`config.mk`:
```
export PLATFORM = sky130hd
export DESIGN_NAME = fetch_unit
export DESIGN_NICKNAME = d
export VERILOG_FILES = /design/src/rtl/fetch_pkg.sv /design/src/rtl/fetch_stats.sv /design/src/rtl/fetch_unit.sv
export SDC_FILE = /design/constraint.sdc
export NUM_CORES = 1
export LEC_CHECK = 0
export BUFFER_PORTS_ARGS = -buffer_cell sky130_fd_sc_hd__buf_2
export CAP_MARGIN = 5
export CORE_MARGIN = 4
export CORE_UTILIZATION = 25
export CTS_BUF_LIST = sky130_fd_sc_hd__clkbuf_16
export DETAILED_ROUTE_END_ITERATION = 6
export PLACE_DENSITY = 0.45
export SLEW_MARGIN = 20
export SYNTH_ARGS = -nofsm -noshare
export SYNTH_HDL_FRONTEND = slang
export SYNTH_SLANG_ARGS = --single-unit
```
`constraint.sdc`:
```
create_clock -name clk -period 17.85 [get_ports clk]
set_input_delay 5.355 -clock clk [delete_from_list [all_inputs] [get_ports clk]]
set_output_delay 5.355 -clock clk [all_outputs]
set_load 0.05 [all_outputs]
```
`src/rtl/fetch_pkg.sv`:
```
// Shared types and defaults for the instruction fetch unit.
// Counter helper is used by the optional statistics block.
package fetch_pkg;

    localparam int DEF_ADDR_W  = 32;
    localparam int DEF_INSTR_W = 32;
    localparam int DEF_PC_INC  = 4;

    typedef enum logic [2:0] {
        REQ,
        WAIT,
        HOLD,
        DRAIN,
        HALTED
    } fetch_state_e;

    function automatic logic [31:0] sat_inc(input logic [31:0] v);
        return (&v) ? v : v + 32'd1;
    endfunction

endpackage

```
`src/rtl/fetch_stats.sv`:
```
// Saturating fetch/stall event counters for the fetch unit.
// Built only when FETCH_STATS_EN is defined.
module fetch_stats
    import fetch_pkg::*;
(
    input  logic        clk,
    input  logic        rst,
    input  logic        hs_i,
    input  logic        stall_i,
    output logic [31:0] fetch_count_o,
    output logic [31:0] stall_count_o
);

    logic [31:0] fc_q, fc_d;
    logic [31:0] sc_q, sc_d;

    always_comb begin
        fc_d = fc_q;
        sc_d = sc_q;
        if (hs_i)    fc_d = sat_inc(fc_q);
        if (stall_i) sc_d = sat_inc(sc_q);
    end

    always_ff @(posedge clk or posedge rst) begin
        if (rst) begin
            fc_q <= '0;
            sc_q <= '0;
        end else begin
            fc_q <= fc_d;
            sc_q <= sc_d;
        end
    end

    assign fetch_count_o = fc_q;
    assign stall_count_o = sc_q;

endmodule

```
`src/rtl/fetch_unit.sv`:
```
// Fetch stage: PC -> imem read -> held instruction for decode, plus next-PC.
// Define FETCH_STATS_EN to add fetch_count/stall_count outputs.
module fetch_unit
    import fetch_pkg::*;
#(
    parameter int ADDR_W  = DEF_ADDR_W,
    parameter int INSTR_W = DEF_INSTR_W,
    parameter int PC_INC  = DEF_PC_INC
) (
    input  logic               clk,
    input  logic               rst,
    input  logic [ADDR_W-1:0]  pc_cur,
    output logic               upd_pc,
    output logic [ADDR_W-1:0]  pc_next,
    output logic               imem_req,
    output logic [ADDR_W-1:0]  imem_addr,
    input  logic               imem_ack,
    input  logic [INSTR_W-1:0] imem_rdata,
    output logic [INSTR_W-1:0] instr,
    output logic [ADDR_W-1:0]  instr_pc,
    output logic               instr_valid,
    input  logic               instr_ready,
    input  logic               br_taken,
    input  logic [ADDR_W-1:0]  br_target,
    input  logic               halt,
    output logic               halted
`ifdef FETCH_STATS_EN
    ,
    output logic [31:0]        fetch_count,
    output logic [31:0]        stall_count
`endif
);

    fetch_state_e       state_q, state_d;
    logic [ADDR_W-1:0]  addr_q, addr_d;
    logic [INSTR_W-1:0] instr_q, instr_d;
    logic [ADDR_W-1:0]  ipc_q, ipc_d;

    logic              req;
    logic              upd;
    logic [ADDR_W-1:0] pnext;
    logic              hs;
    logic              stall;

    always_comb begin
        state_d = state_q;
        addr_d  = addr_q;
        instr_d = instr_q;
        ipc_d   = ipc_q;
        req     = 1'b0;
        upd     = 1'b0;
        pnext   = '0;
        hs      = 1'b0;
        stall   = 1'b0;

        unique case (state_q)
            REQ: begin
                if (halt) begin
                    state_d = HALTED;
                end else begin
                    req    = 1'b1;
                    addr_d = pc_cur;
                    if (imem_ack) begin
                        if (br_taken) begin
                            state_d = REQ;
                        end else begin
                            instr_d = imem_rdata;
                            ipc_d   = pc_cur;
                            state_d = HOLD;
                        end
                    end else begin
                        state_d = br_taken ? DRAIN : WAIT;
                    end
                end
            end
            WAIT: begin
                stall = 1'b1;
                if (imem_ack) begin
                    if (br_taken) begin
                        state_d = REQ;
                    end else begin
                        instr_d = imem_rdata;
                        ipc_d   = addr_q;
                        state_d = HOLD;
                    end
                end else if (br_taken) begin
                    state_d = DRAIN;
                end
            end
            DRAIN: begin
                stall = 1'b1;
                if (imem_ack) state_d = REQ;
            end
            HOLD: begin
                if (instr_ready) begin
                    hs      = 1'b1;
                    upd     = 1'b1;
                    pnext   = pc_cur + ADDR_W'(PC_INC);
                    state_d = (halt && !br_taken) ? HALTED : REQ;
                end else begin
                    stall = 1'b1;
                    if (br_taken) state_d = REQ;
                end
            end
            HALTED: begin
                state_d = HALTED;
            end
            default: begin
                state_d = REQ;
            end
        endcase

        // A redirect overrides the sequential step in every live state
        if (br_taken && state_q != HALTED) begin
            upd   = 1'b1;
            pnext = br_target;
        end
    end

    always_ff @(posedge clk or posedge rst) begin
        if (rst) begin
            state_q <= REQ;
            addr_q  <= '0;
            instr_q <= '0;
            ipc_q   <= '0;
        end else begin
            state_q <= state_d;
            addr_q  <= addr_d;
            instr_q <= instr_d;
            ipc_q   <= ipc_d;
        end
    end

    // Strobes are forced low while reset is held, even though REQ is the reset state
    assign imem_req    = req & ~rst;
    assign upd_pc      = upd & ~rst;
    assign pc_next     = rst ? '0 : pnext;
    assign imem_addr   = (state_q == REQ) ? pc_cur : addr_q;
    assign instr       = instr_q;
    assign instr_pc    = ipc_q;
    assign instr_valid = (state_q == HOLD);
    assign halted      = (state_q == HALTED);

`ifdef FETCH_STATS_EN
    fetch_stats u_stats (
        .clk           (clk),
        .rst           (rst),
        .hs_i          (hs & ~rst),
        .stall_i       (stall & ~rst),
        .fetch_count_o (fetch_count),
        .stall_count_o (stall_count)
    );
`endif

endmodule

```
**Word level (Yosys, flattened, before mapping)**

Cells that the tools add are included.

- Output and inout bits: 132
- Bits in registers: 99
- Input bits: 102

- Add/sub/neg operators: 1
- Reduce and logical (&&, ||, !) cells: 9
- Mux-type cells: 31
- Bitwise operators: 4
- Eq/ne operators: 13

Operator list:

| operator | number |
|---|---|
| $mux W32 | 13 |
| $pmux W32 S2 | 2 |
| $add A32 B3 Y32 const B | 1 |
| $mux W3 | 7 |
| $pmux W3 S5 | 1 |
| $ne A2 B2 Y1 const B | 6 |
| $eq A3 B2 Y1 const B | 2 |
| $mux W2 | 3 |
| $ne A3 B3 Y1 const B | 2 |
| $reduce_and A6 Y1 | 1 |
| $mux W1 | 5 |
| $reduce_and A2 Y1 | 2 |
| $eq A3 B1 Y1 const B | 1 |
| $eq A3 B3 Y1 const B | 1 |
| $logic_not A3 Y1 | 1 |
| $ne A3 B1 Y1 const B | 1 |
| $reduce_and A3 Y1 | 1 |
| $and A1 B1 Y1 | 2 |
| $logic_and A1 B1 Y1 | 2 |
| $not A1 Y1 | 2 |
| $reduce_bool A2 Y1 | 1 |
| $logic_not A1 Y1 | 1 |

**Depth between registers and ports, before layout**

Gate-level depths: netlist (run 1).

- Depth in word-level cells: 5
- Mapped depth: 8

**Least setup slack after synthesis (run 1)**

Ideal clock, no wire load.

- Path kind: input-to-output
- Start: input port rst
- End: output port pc_next[21]
- Arrival: 8.971 ns
- Cell stages on the path: 4
- Setup slack: 3.524 ns
- Path through: inv_1 nand2_1 buf_2 o2bb2ai_1

- Cells in the longest elaborated chain, start to end: 1

RTL lines:

| what | line | text |
|---|---|---|
| start: declaration | fetch_unit.sv:11 | `input logic rst,` |
| $mux W32 | fetch_unit.sv:137 | `assign pc_next = rst ? '0 : pnext;` |
| end: declaration | fetch_unit.sv:14 | `output logic [ADDR_W-1:0] pc_next,` |

Every way passes these cells.

**Final worst setup path (run 1)**

- Start: input port pc_cur[2]
- End: output port pc_next[28]

- Cells in the longest elaborated chain, start to end: 5

RTL lines:

| what | line | text |
|---|---|---|
| start: declaration | fetch_unit.sv:12 | `input logic [ADDR_W-1:0] pc_cur,` |
| $add A32 B3 Y32 | fetch_unit.sv:98 | `pnext = pc_cur + ADDR_W'(PC_INC);` |
| $mux W32 | fetch_unit.sv:95 | `if (instr_ready) begin` |
| $mux W32 | fetch_unit.sv:56 | `unique case (state_q)` |
| $mux W32 | fetch_unit.sv:114 | `if (br_taken && state_q != HALTED) begin` |
| $mux W32 | fetch_unit.sv:137 |  |

Every way passes these cells.

==> results of run 1 <==
[layout make-up]
type	count	share of cell area (%)
Clock buffer	9	3.15
Multi-Input combinational cell	346	39.1
Tap cell	275	4.81
Inverter	10	0.560
Timing Repair Buffer	239	16.9
Sequential cell	99	34.6
Clock inverter	7	0.787
[power groups by stage]
stage	clock (uW)	sequential (uW)	combinational [uW]
final	188	406	960
after global routing	205	422	1010
after CTS	196	408	975
after detailed placement	0	412	973
after global placement	0	407	968
after floorplan	0	642	512
[worst min-delay path, stage by stage (launching register included)]
cell     delay [ns]
dfrtp_1        0.34
nand2_1        0.05
o21ai_0        0.06
[flip-flops by register name (all words and copies together), names as in the netlist]
| signal | cells |
|---|---|
| state_q | 3 |
| instr_pc | 32 |
| instr | 32 |
| addr_q | 32 |
[through the flow]
stage	area (um^2)	power, uW	hold slack (ns)
floorplan	5450	1150	0.476
global placement	6870	1380	0.460
detailed placement	6870	1390	0.468
CTS	7150	1580	0.486
global route	7150	1640	0.495
finish	7150	1550	0.479
[cells by family (layout without fill, tap and decap cells)]
family | count (synthesis) | after routing | share of synthesized area (%)
adders and majority gates | 3 | 3 | 0.689
buffers and inverters | 42 | 265 | 3.79
AOI/OAI and AO/OA | 76 | 76 | 9.55
DFF | 99 | 99 | 45.4
muxes | 126 | 126 | 25.3
and+or+nand+nor | 113 | 113 | 10.7
xor gates and xnor gates | 28 | 28 | 4.50
[cell usage in the layout, fill, tap and decap left out, drive strengths merged, types with 2 or more instances in the layout]
| cell | n |
|---|---|
| a21oi | 5 |
| a22oi | 11 |
| and2 | 3 |
| and3 | 6 |
| buf | 239 |
| clkbuf | 9 |
| clkinv | 2 |
| clkinvlp | 2 |
| dfrtp | 99 |
| ha | 3 |
| inv | 13 |
| mux2 | 96 |
| mux2i | 30 |
| nand2 | 48 |
| nand3 | 15 |
| nand4 | 7 |
| nor2 | 22 |
| nor3 | 7 |
| nor4 | 3 |
| o21ai | 35 |
| o2bb2ai | 23 |
| xnor2 | 7 |
| xor2 | 21 |
[metal layers]
metal | GRT usage, % | vias up | part of all wire, %
met5 | 0 | - | 0
met4 | 3.58 | 0 | 1.5
met3 | 4.22 | 15 | 7.2
met2 | 22.5 | 141 | 47
met1 | 18.5 | 2129 | 45
li1 | - | 2173 | -
[synthesized netlist by cell type]
| master | count | area share [%] |
|---|---|---|
| a21oi_1 | 5 | 0.46 |
| a22oi_1 | 11 | 1.5 |
| and2_1 | 3 | 0.34 |
| and3_1 | 5 | 0.57 |
| and3_2 | 1 | 0.14 |
| and4_1 | 1 | 0.16 |
| buf_2 | 20 | 1.8 |
| buf_4 | 6 | 0.83 |
| clkbuf_1 | 5 | 0.34 |
| clkbuf_2 | 1 | 0.092 |
| dfrtp_1 | 99 | 45 |
| ha_1 | 3 | 0.69 |
| inv_1 | 10 | 0.69 |
| mux2_1 | 2 | 0.41 |
| mux2_2 | 94 | 19 |
| mux2i_1 | 30 | 5.5 |
| nand2_1 | 48 | 3.3 |
| nand3_1 | 12 | 1.1 |
| nand3_2 | 3 | 0.55 |
| nand4_1 | 7 | 0.80 |
| nor2_1 | 21 | 1.4 |
| nor2_2 | 1 | 0.11 |
| nor3_1 | 4 | 0.37 |
| nor3_2 | 2 | 0.37 |
| nor3_4 | 1 | 0.30 |
| nor3b_2 | 1 | 0.23 |
| nor4_1 | 1 | 0.11 |
| nor4_4 | 2 | 0.78 |
| o2111ai_1 | 1 | 0.16 |
| o21ai_0 | 35 | 3.2 |
| o2bb2ai_1 | 20 | 3.2 |
| o2bb2ai_2 | 3 | 0.83 |
| o32ai_1 | 1 | 0.16 |
| xnor2_1 | 7 | 1.1 |
| xor2_1 | 21 | 3.4 |
[final timing paths]
check	to	from	depth (start not counted)	slack (ns)
max	pc_next[28]	pc_cur[2]	8	5.03
min	instr_pc[7]	instr_pc[7]	2	0.48
max reg2reg	instr[30]	state_q[0]	3	15.24
min reg2reg	instr_pc[7]	instr_pc[7]	2	0.48
max in group asynchronous	addr_q[16]	rst	3	11.58
min in group asynchronous	instr[13]	rst	2	5.26
==> impl_metrics.env, run 1 <==
export IMPL_skew_ns=0.00951
export IMPL_grt_max_degree=73
export IMPL_setup_tns_ns=0
export IMPL_start_util_pct=25.7
export IMPL_yosysWarningCount=0
export IMPL_drtIter0Drc=126
export IMPL_post_dp_hpwl_mm=12.7
export IMPL_root_buffer="clkbuf_16"
export IMPL_viasPerCell=4.53
export IMPL_critPathLaunchType="primary input"
export IMPL_grt_use_total_pct=14.0
export IMPL_synth_area_per_cell_um2=11.2
export IMPL_routedWlPerCell_um=17.6
export IMPL_hold_path_class="reg2reg"
export IMPL_ys_ff_latch=99
export IMPL_power_density_nw_per_um2=217
export IMPL_cap_violations=0
export IMPL_slowest_delay_ns=0.80
export IMPL_num_rows=53
export IMPL_post_cts_resized=0
export IMPL_fin_crit_ns=12.82
export IMPL_clock_path_buffers=2
export IMPL_cp_required_ns=12.49
export IMPL_area_sequential_um2=2480
export IMPL_routed_wl_mm=17.3
export IMPL_cts_tree="yes"
export IMPL_dieArea_um2=24200
export IMPL_postCtsHoldBufs=0
export IMPL_fin_cells=985
export IMPL_grt_overflow=0
export IMPL_slowest_stage="nor3_2"
export IMPL_multi_input_area_um2=2800
export IMPL_syn_to_final_growth_pct=31.2
export IMPL_antenna_found_initial=0
export IMPL_numCtsBuffers=9
export IMPL_finalSetupViolations=0
export IMPL_power_share_sequential_pct=26.1
export IMPL_crit_type="in2out"
export IMPL_cp_top_family="simple AND/OR/NAND/NOR gates"
export IMPL_worstMarginPinSlew_ns=0.989
export IMPL_fin_ws_ns=5.03
export IMPL_core_um2=21200
export IMPL_clkTransAtPathRegs_ns=0.07
export IMPL_ir_worst_vdd_uv=125
export IMPL_diodes=0
export IMPL_switching_power_uw=855
export IMPL_post_cts_buffers=0
export IMPL_drt_pass1_iter_count=4
export IMPL_power_frac_clock_pct=12.1
export IMPL_relSlewSlack_pct=33.7
export IMPL_swShare_pct=55.0
export IMPL_slew_viol_final=0
export IMPL_port_buffers=233
export IMPL_clock_sinks=99
export IMPL_ioPinCount=234
export IMPL_cpMostUsedCell="buf_2"
export IMPL_dp_cells=969
export IMPL_rsz0062_at_grt="false"
export IMPL_finalCritPeriodShare_pct=71.8
export IMPL_ant_nets=0
export IMPL_end_kind="output pin"
export IMPL_ys_seq_area_share_pct=45.4
export IMPL_route_vias_total=4458
export IMPL_die_x_um=156
export IMPL_fill_cells=2231
export IMPL_syn_nets=592
export IMPL_arrival_ns=7.47
export IMPL_worst_path_buf_inv=2
export IMPL_fin_nets=810
export IMPL_path_max_fanout=11
export IMPL_gp_congestion=0.836
export IMPL_comb_power_share_pct=61.8
export IMPL_drive_above_1_share_pct=51.5
export IMPL_synth_cell_types=35
export IMPL_die_h_um=156
export IMPL_netlist_instances=487
export IMPL_p_int_uw=699
export IMPL_hold_viol=0
export IMPL_grt_pass1_vias=4684
export IMPL_h_tree_depth=3
export IMPL_clk_latency_ns=0.35
export IMPL_grt_first_pass_wirelength_mm=26.8
export IMPL_leakage_uw=0.00333
export IMPL_dp_slack_ns=4.94
export IMPL_drc=0
export IMPL_synth_area_um2=5450
export IMPL_fin_util_pct=33.7
export IMPL_max_freq_mhz=78.0
export IMPL_outcome="complete, no violations"
export IMPL_worstPathCellList="buf_2 > ha_1 > nand2_1 > nor3_2 > nand3_1 > xnor2_1 > o2bb2ai_1 > buf_2"
Power figures use the tool's default switching activity.
==> run 2, diff against run 1 <==
ABC_AREA = 1   (was default)
PLACE_DENSITY = 0.47   (was 0.45)
clock period = 10.9 ns   (was 17.85 ns; I/O delays follow)
==> run 2 against run 1 <==
Against the previous run: count of clock-buffer cells in the layout stayed put; highest routed layer unchanged; clock skew is 0.0050 ns higher; total power is 63% higher; combinational power is 64% higher; critical path type unchanged.
==> impl_metrics.env, run 2 <==
export IMPL_outcome="complete, no violations"
export IMPL_grt_first_pass_wirelength_mm=32.6
export IMPL_grtUsageMet2_pct=24.4
export IMPL_netlist_instances=849
export IMPL_grt_busiest_layer="met2"
export IMPL_cpMostUsedCell="nand2_1"
export IMPL_clock_path_buffers=2
export IMPL_final_common_cell="nand2_1"
export IMPL_async_reset_ff_share_pct=100
export IMPL_port_buffers=233
export IMPL_cp_required_ns=7.63
export IMPL_diodes=0
export IMPL_end_kind="output pin"
export IMPL_num_rows=55
export IMPL_ir_worst_vdd_uv=143
export IMPL_slowest_delay_ns=0.29
export IMPL_grt_overflow=0
export IMPL_setup_tns_ns=0
export IMPL_worst_path_buf_inv=2
export IMPL_drt_pass1_iter_count=5
export IMPL_synth_commonest_cells="347 x nand2_1, 99 x dfrtp_1, 98 x o21ai_0"
export IMPL_synth_top_cell_by_area="dfrtp_1"
export IMPL_power_density_nw_per_um2=344
export IMPL_clock_sinks=99
export IMPL_post_dp_hpwl_mm=15.8
export IMPL_hold_path_class="reg2reg"
export IMPL_synth_area_um2=5750
export IMPL_clkTransAtPathRegs_ns=0.07
export IMPL_cp_top_family="simple AND/OR/NAND/NOR gates"
export IMPL_leakage_uw=0.00397
export IMPL_grt_use_total_pct=15.8
export IMPL_ant_nets=0
export IMPL_synth_cell_types=23
export IMPL_worstMarginPinSlew_ns=0.952
export IMPL_skew_ns=0.0145
export IMPL_mostFrequentLayoutCells="346 x nand2_1, 233 x buf_2, 99 x dfrtp_1"
export IMPL_viasPerCell=4.48
export IMPL_antenna_found_initial=0
export IMPL_drive_above_1_share_pct=25.3
export IMPL_drtIter0Drc=375
export IMPL_core_um2=22600
export IMPL_path_max_fanout=8
export IMPL_ys_seq_area_share_pct=43.1
export IMPL_route_vias_total=6024
export IMPL_relSlewSlack_pct=36.5
export IMPL_ioPinCount=234
export IMPL_fin_nets=1161
export IMPL_yosysTopAreaCellShare_pct=43.1
export IMPL_crit_type="in2out"
export IMPL_fill_cells=2544
export IMPL_use_met1_pct=22.5
export IMPL_critPathLaunchType="primary input"
export IMPL_yosysWarningCount=0
export IMPL_numCtsBuffers=9
export IMPL_cts_tree="yes"
export IMPL_arrival_ns=4.93
export IMPL_routedWlPerCell_um=15.4
export IMPL_synth_main_ff_cell="dfrtp_1"
export IMPL_routed_wl_mm=20.7
export IMPL_hold_viol=0
export IMPL_fin_crit_ns=8.20
export IMPL_grt_pass1_vias=5968
export IMPL_h_tree_depth=3
export IMPL_postCtsHoldBufs=0
export IMPL_ys_ff_latch=99
export IMPL_gp_congestion=0.840
export IMPL_root_buffer="clkbuf_16"
export IMPL_syn_nets=954
export IMPL_max_freq_mhz=122
export IMPL_clk_latency_ns=0.35
export IMPL_totalPowerFinal_uw=2530
export IMPL_synth_edff_count=0
export IMPL_grt_max_degree=95
export IMPL_die_x_um=160
export IMPL_rsz0062_at_grt="false"
export IMPL_cap_violations=0
export IMPL_worstPathCellList="buf_2 > ha_1 > nand2_1 > nor2_1 > nand2_1 > nor2_4 > nand2_1 > nand2_1 > nand3_1 > a21oi_1 > buf_2"
export IMPL_finalCritPeriodShare_pct=75.2
export IMPL_slowest_stage="buf_2"
export IMPL_drc=0
export IMPL_post_cts_buffers=0
export IMPL_start_util_pct=25.4
export IMPL_slew_viol_final=0
export IMPL_syn_to_final_growth_pct=27.9
export IMPL_synth_area_leaders="dfrtp_1 43%, nand2_1 23%, o21ai_0 8.5%"
export IMPL_die_h_um=160
export IMPL_synth_area_per_cell_um2=6.77
export IMPL_post_cts_resized=0
export IMPL_dieArea_um2=25500
export IMPL_grtUsageMet3_pct=2.74
export IMPL_yosysMostFrequentCell="nand2_1"
export IMPL_finalSetupViolations=0
run 2: cells by family after synthesis:
family                     share of synthesized area, %
and+or+nand+nor                                    31.5
AOI/OAI and AO/OA                                  16.3
buffers and inverters                              8.49
DFF                                                43.1
adders and majority gates                         0.653
run 2: through the flow:
stage / setup WS [ns] / area, um^2 / utilization [%] / hold WS (ns) / instances
detailed placement: 2.72 / 7070 / 31.2 / 0.459 / 1330
floorplan: 1.54 / 5750 / - / 0.475 / 849
global route: 2.48 / 7350 / 32.5 / 0.496 / 1346
global placement: 2.76 / 7070 / 31.2 / 0.459 / 1330
finish: 2.70 / 7350 / 32.5 / 0.473 / 1346
CTS: 2.72 / 7350 / 32.5 / 0.478 / 1346
run 2: worst paths after layout:
check                      slack [ns]     endpoint  startpoint  cells after the start
setup / recovery                 2.70  pc_next[22]   pc_cur[3]                     11
hold / removal                   0.47     instr[1]    instr[1]                      2
setup reg to reg                 8.58   addr_q[16]  state_q[1]                      9
hold reg to reg                  0.47     instr[1]    instr[1]                      2
max in group asynchronous        6.42     instr[6]         rst                      3
min in group asynchronous        3.25   state_q[2]         rst                      2
run 2: layout make-up:
cell class	instances	area, um^2	area share [%]
timing repair buffer	236	1190	16.2
clock inverter	7	58.8	0.800
sequential	99	2480	33.7
tap	285	357	4.85
inverter	67	256	3.49
multi-input combinational	643	2790	38.0
clock buffer	9	225	3.06
run 2: metal layers:
metal  wire [um]  share of wire [%]  up-vias
met3        1140                5.5       24
met4         440                2.1        0
met5           0                  0        -
met1       10300                 50     2669
met2        8830                 43      198
li1            -                  -     3133
run 2: worst reg2reg max path, delay by kind of cell, from the launching register on:
family	cells	cell delay, ns
AOI/OAI and AO/OA	1	0.10
DFF	1	0.43
and+or+nand+nor	4	0.37
buffers and inverters	4	1.33
run 2: report_power, final:
group,switching (uW),internal (uW)
Combinational,1250,319
Sequential,103,540
Clock,155,159
Total,1510,1020
